===== config.mk =====
export PLATFORM = sky130hd
export DESIGN_NAME = sd_zbridge
export DESIGN_NICKNAME = d
export VERILOG_FILES = /design/src/rtl/sd_zbridge_pkg.sv /design/src/rtl/sd_zbridge_zdecode.sv /design/src/rtl/sd_zbridge.sv
export SDC_FILE = /design/constraint.sdc
export NUM_CORES = 1
export LEC_CHECK = 0
export BUFFER_PORTS_ARGS = -buffer_cell sky130_fd_sc_hd__buf_2
export CAP_MARGIN = 20
export CORE_ASPECT_RATIO = 1.75
export CORE_MARGIN = 8
export CORE_UTILIZATION = 37
export CTS_BUF_LIST = sky130_fd_sc_hd__clkbuf_8 sky130_fd_sc_hd__clkbuf_16
export DETAILED_ROUTE_END_ITERATION = 6
export PLACE_DENSITY_LB_ADDON = 0.15
export SYNTH_ARGS = -nofsm -noshare
export SYNTH_HDL_FRONTEND = slang
export SYNTH_HIERARCHICAL = 1
export SYNTH_SLANG_ARGS = --single-unit

===== constraint.sdc =====
create_clock -name clk -period 2.01 [get_ports clk]
set_input_delay 0.3015 -clock clk [delete_from_list [all_inputs] [get_ports clk]]
set_output_delay 0.3015 -clock clk [all_outputs]
set_load 0.02 [all_outputs]

===== src/rtl/sd_zbridge_pkg.sv =====
// Shared definitions for the TV80-to-sd_zmem bridge: state encoding and constants.
package sd_zbridge_pkg;

    typedef enum logic [1:0] {
        ST_IDLE = 2'd0,
        ST_BUSY = 2'd1,
        ST_DONE = 2'd2
    } zb_state_e;

    localparam logic [7:0] ZB_FILL  = 8'hFF;
    localparam int         ZB_CNT_W = 16;

endpackage


===== src/rtl/sd_zbridge_zdecode.sv =====
// Address window decode: hit flag plus window-relative offset, purely combinational.
import sd_zbridge_pkg::*;

module sd_zdecode #(
    parameter int z_asz    = 16,
    parameter int mem_base = 0,
    parameter int mem_size = 8192
) (
    input  logic [z_asz-1:0] addr,
    output logic             hit,
    output logic [z_asz-1:0] offset
);

    localparam logic [z_asz:0] BASE_W = (z_asz+1)'(mem_base);
    localparam logic [z_asz:0] SIZE_W = (z_asz+1)'(mem_size);

    logic [z_asz:0] rel;

    // One extra bit: an address below the base wraps to a value above any legal size,
    // so a single unsigned compare covers both window edges without overflow at 2^z_asz.
    assign rel    = {1'b0, addr} - BASE_W;
    assign hit    = (rel < SIZE_W);
    assign offset = rel[z_asz-1:0];

endmodule


===== src/rtl/sd_zbridge.sv =====
// TV80 memory bus to sd_zmem port bridge: window decode, wait stretching and timeout abort.
import sd_zbridge_pkg::*;

module sd_zbridge #(
    parameter int z_asz    = 16,
    parameter int mem_base = 0,
    parameter int mem_size = 8192,
    parameter int timeout  = 255
) (
    input  logic             clk,
    input  logic             reset_n,
    input  logic             cpu_mreq_n,
    input  logic             cpu_rd_n,
    input  logic             cpu_wr_n,
    input  logic [z_asz-1:0] cpu_addr,
    input  logic [7:0]       cpu_dout,
    output logic [7:0]       cpu_din,
    output logic             cpu_wait_n,
    output logic             err,
    output logic             mreq_n,
    output logic             cs_n,
    output logic             rd_n,
    output logic             wr_n,
    output logic [z_asz-1:0] addr,
    output logic [7:0]       wr_data,
    input  logic             ack,
    input  logic [7:0]       rd_data
);

    localparam logic [ZB_CNT_W-1:0] TO_LAST = ZB_CNT_W'(timeout - 1);

    logic             hit;
    logic [z_asz-1:0] offset;
    logic             start;

    sd_zdecode #(
        .z_asz   (z_asz),
        .mem_base(mem_base),
        .mem_size(mem_size)
    ) u_decode (
        .addr  (cpu_addr),
        .hit   (hit),
        .offset(offset)
    );

    assign start = !cpu_mreq_n && (!cpu_rd_n || !cpu_wr_n);

    zb_state_e            state_q, state_d;
    logic [ZB_CNT_W-1:0]  cnt_q, cnt_d;
    logic [7:0]           din_q, din_d;
    logic                 err_q, err_d;
    logic                 mreq_n_q, mreq_n_d;
    logic                 cs_n_q, cs_n_d;
    logic                 rd_n_q, rd_n_d;
    logic                 wr_n_q, wr_n_d;
    logic [z_asz-1:0]     addr_q, addr_d;
    logic [7:0]           wr_data_q, wr_data_d;

    always_comb begin
        state_d   = state_q;
        cnt_d     = cnt_q;
        din_d     = din_q;
        err_d     = err_q;
        mreq_n_d  = mreq_n_q;
        cs_n_d    = cs_n_q;
        rd_n_d    = rd_n_q;
        wr_n_d    = wr_n_q;
        addr_d    = addr_q;
        wr_data_d = wr_data_q;
        case (state_q)
            ST_IDLE: begin
                if (start && hit) begin
                    addr_d    = offset;
                    wr_data_d = cpu_dout;
                    mreq_n_d  = 1'b0;
                    cs_n_d    = 1'b0;
                    wr_n_d    = cpu_wr_n;
                    // Both strobes low is resolved as a write.
                    rd_n_d    = cpu_wr_n ? cpu_rd_n : 1'b1;
                    cnt_d     = '0;
                    state_d   = ST_BUSY;
                end else if (start) begin
                    din_d   = ZB_FILL;
                    state_d = ST_DONE;
                end
            end
            ST_BUSY: begin
                cnt_d = cnt_q + 1'b1;
                if (ack) begin
                    if (!rd_n_q) din_d = rd_data;
                    mreq_n_d = 1'b1;
                    cs_n_d   = 1'b1;
                    rd_n_d   = 1'b1;
                    wr_n_d   = 1'b1;
                    state_d  = ST_DONE;
                end else if (cnt_q == TO_LAST) begin
                    err_d    = 1'b1;
                    din_d    = ZB_FILL;
                    mreq_n_d = 1'b1;
                    cs_n_d   = 1'b1;
                    rd_n_d   = 1'b1;
                    wr_n_d   = 1'b1;
                    state_d  = ST_DONE;
                end
            end
            ST_DONE: begin
                if (cpu_mreq_n || (cpu_rd_n && cpu_wr_n)) state_d = ST_IDLE;
            end
            default: state_d = ST_IDLE;
        endcase
    end

    always_ff @(posedge clk or negedge reset_n) begin
        if (!reset_n) begin
            state_q   <= ST_IDLE;
            cnt_q     <= '0;
            din_q     <= ZB_FILL;
            err_q     <= 1'b0;
            mreq_n_q  <= 1'b1;
            cs_n_q    <= 1'b1;
            rd_n_q    <= 1'b1;
            wr_n_q    <= 1'b1;
            addr_q    <= '0;
            wr_data_q <= '0;
        end else begin
            state_q   <= state_d;
            cnt_q     <= cnt_d;
            din_q     <= din_d;
            err_q     <= err_d;
            mreq_n_q  <= mreq_n_d;
            cs_n_q    <= cs_n_d;
            rd_n_q    <= rd_n_d;
            wr_n_q    <= wr_n_d;
            addr_q    <= addr_d;
            wr_data_q <= wr_data_d;
        end
    end

    // Wait drops in the very cycle a mapped access is decoded, before BUSY is entered.
    assign cpu_wait_n = !((state_q == ST_BUSY) || ((state_q == ST_IDLE) && start && hit));
    assign cpu_din    = din_q;
    assign err        = err_q;
    assign mreq_n     = mreq_n_q;
    assign cs_n       = cs_n_q;
    assign rd_n       = rd_n_q;
    assign wr_n       = wr_n_q;
    assign addr       = addr_q;
    assign wr_data    = wr_data_q;

endmodule


==> results.sh <==
export IMPL_status="complete, no violations"
export IMPL_drive_above_1_share_pct=32.0
export IMPL_cp_arrival_ns=2.10
export IMPL_period_share_pct=94.0
export IMPL_dp_hpwl_microns=4360
export IMPL_setup_violations=0
export IMPL_rrSetupSlack_ns=0.12
export IMPL_overflow=0
export IMPL_grt_max_degree=55
export IMPL_synth_edf_count=0
export IMPL_drt_vias_per_instance=4.78
export IMPL_worstPathCellList="inv_1 -> ha_1 -> and4b_1 -> nand4_4 -> a211oi_4 -> buf_12 -> mux2i_1"
export IMPL_grt_pass1_wl_microns=9980
export IMPL_synth_fp_nets=311
export IMPL_post_cts_setup_buffer_count=0
export IMPL_numCtsBuffers=5
export IMPL_cts_buffer_depth=2
export IMPL_wl_per_cell_microns=13.9
export IMPL_syn_area_per_cell_sq_um=9.47
export IMPL_relSlewSlack_pct=55.4
export IMPL_place_gp_congestion=0.789
export IMPL_synth_compound_area_share_pct=7.85
export IMPL_first_pass_iters=4
export IMPL_dp_cells=413
export IMPL_ys_warn_count=6
export IMPL_antenna_found_initial=0
export IMPL_power_density_nw_per_um2=1020
export IMPL_synthTopCellsByArea="dfrtp_1 42%, nand2_1 14%, dfstp_2 11%, mux2i_1 5.5%, buf_4 5.3%"
export IMPL_slew_violations=0
export IMPL_cp_max_fo=8
export IMPL_initial_core_util_pct=37.7
export IMPL_final_setup_tns_ns=0
export IMPL_placed_area_sq_um=2960
export IMPL_peakVddDrop_mv=0.754
export IMPL_critical_path_endpoint="cpu_din[0]"
export IMPL_setup_slack_ns=0.121
export IMPL_synth_top_family_by_area="simple AND/OR/NAND/NOR gates"
export IMPL_ys_ff_latch=54
export IMPL_htree_levels=2
export IMPL_syn_inst=271
export IMPL_pin_count=76
export IMPL_syn_area_sq_um=2570
export IMPL_ctsResizeCount=0
export IMPL_ys_seq_area_share_pct=53.2
export IMPL_ant_nets=0
export IMPL_worst_pin_slew_ns=0.668
export IMPL_num_antenna_cells=0
export IMPL_skew_ns=0.00594
export IMPL_die_h_microns=126
export IMPL_ys_types=40
export IMPL_nets=376
export IMPL_row_count=40
export IMPL_dieArea_sq_um=9960
export IMPL_vias=2011
export IMPL_synthXorXnorAreaFrac_pct=0
export IMPL_cts_sinks=54
export IMPL_synthFlopType="dfrtp_1"
export IMPL_leakage_nw=1.64
export IMPL_clkTransAtPathRegs_ns=0.07
export IMPL_grt_pass1_vias=2151
export IMPL_yosys_top_cells_count="94 x nand2_1, 43 x dfrtp_1, 18 x buf_4"
export IMPL_min_path_type="input pin to async pin"
export IMPL_synth_area_mux_share_pct=5.46
export IMPL_clock_tree_root_cell="clkbuf_16"
export IMPL_grtUsageTotal_pct=12.5
export IMPL_critical_path_class="register to register"
export IMPL_final_cells=421
export IMPL_maxCapViolations=0
export IMPL_wl_microns=5860
export IMPL_fp_dieW_microns=79.0
export IMPL_preCtsSetupSlack_ns=0.122
export IMPL_core_area_sq_um=6810
export IMPL_slowest_delay_ns=0.41
export IMPL_setup_worst_path_start="cnt_q[0]"
export IMPL_cts_hold_buf=0
export IMPL_port_buffers=75
export IMPL_final_area_sq_um=3110
export IMPL_rr_endpoint="cpu_din[0]"
export IMPL_hold_violations=0
export IMPL_slowest_stage="dfrtp_1"
export IMPL_synth_fa_ha_area_share_pct=0.975
export IMPL_cts_tree="done"
export IMPL_timing_final_crit_period_ns=1.89
export IMPL_fin_total_pwr_mw=3.16
export IMPL_synth_simple_area_share_pct=24.4
export IMPL_area_growth_pct=21.3
export IMPL_required_ns=2.23
export IMPL_yosysTopAreaCell="dfrtp_1"
export IMPL_startpoint_type="register"
export IMPL_reg2regPathDepth=7
export IMPL_rr_startpoint="cnt_q[0]"
export IMPL_fmax_ghz=0.529
export IMPL_drc=0
export IMPL_end_kind="register"
export IMPL_synth_async_reset_ratio_pct=100
export IMPL_netlist_area_leader_share_pct=41.9
export IMPL_drt_iter0_drc=108
export IMPL_synth_most_common_cell="nand2_1"
export IMPL_clk_latency_ns=0.29
export IMPL_rsz0062_at_grt="no"
==> layout make-up <==
type / count / area [sq um]
inverter: 12 / 45.0
clock inverter: 2 / 12.5
fill: 711 / 3690
multi-input combinational: 180 / 997
timing repair buffer: 83 / 448
sequential: 54 / 1370
clock buffer: 6 / 139
tap: 84 / 105
==> kinds of logic (layout without fill, tap and decap cells) <==
kind of cell	count (synthesis)	count (layout)
mux	14	14
fa+ha+maj	2	2
flops	54	54
simple gates	134	134
buf+inv	37	103
compound gates	30	30
==> per-stage QoR <==
step | hold WS [ns] | utilization [%]
after CTS | 0.168 | 45.7
after global placement | 0.452 | 43.4
final | 0.125 | 45.7
after global routing | 0.190 | 45.7
after detailed placement | 0.457 | 43.4
after floorplan | 0.00591 | -
==> worst max-delay path, delay by kind of cell (launching register included) <==
| kind | cells | cell delay [ns] |
|---|---|---|
| and+or+nand+nor | 2 | 0.41 |
| DFF | 1 | 0.41 |
| AOI/OAI and AO/OA | 1 | 0.32 |
| buffers and inverters | 2 | 0.29 |
| muxes | 1 | 0.21 |
| adders and majority gates | 1 | 0.18 |
==> layer usage <==
metal,global-route usage (%),part of all wire [%]
met1,13.2,40
met2,22.6,54
met3,3.35,3.9
met4,4.61,1.5
met5,0,0
==> state kept, by name (all words and copies together), names as in the netlist <==
register / flops
cnt_q: 16
cpu_din: 8
rd_n: 1
wr_data: 8
err: 1
state_q: 2
cs_n: 1
wr_n: 1
addr: 16
==> how the worst min path moves through the flow <==
stage,cells past startpoint,endpoint,from
2_1_floorplan,0,addr[0],reset_n
3_3_place_gp,2,cpu_din[2],cpu_din[2]
3_5_place_dp,2,cpu_din[1],cpu_din[1]
4_1_cts,2,addr[12],reset_n
5_1_grt,3,addr[10],cpu_addr[10]
6_report,2,addr[12],reset_n
==> power breakdown <==
group          switching [mW]  internal (mW)
logic                   0.451          0.295
clock network           0.385          0.496
registers               0.207           1.32
==> cell usage in the layout (no fill, tap or decap), drive strengths merged, types with 4 or more instances in the layout <==
| cell type | Yosys | layout |
|---|---|---|
| a21oi | 5 | 5 |
| buf | 19 | 83 |
| dfrtp | 43 | 43 |
| mux2i | 14 | 14 |
| nor3 | 4 | 4 |
| dfstp | 11 | 11 |
| nand3 | 5 | 5 |
| inv | 12 | 14 |
| nor2 | 11 | 11 |
| clkbuf | 6 | 6 |
| o21ai | 10 | 10 |
| nand2 | 94 | 94 |
Note: power is estimated with default switching activity, not from simulation.
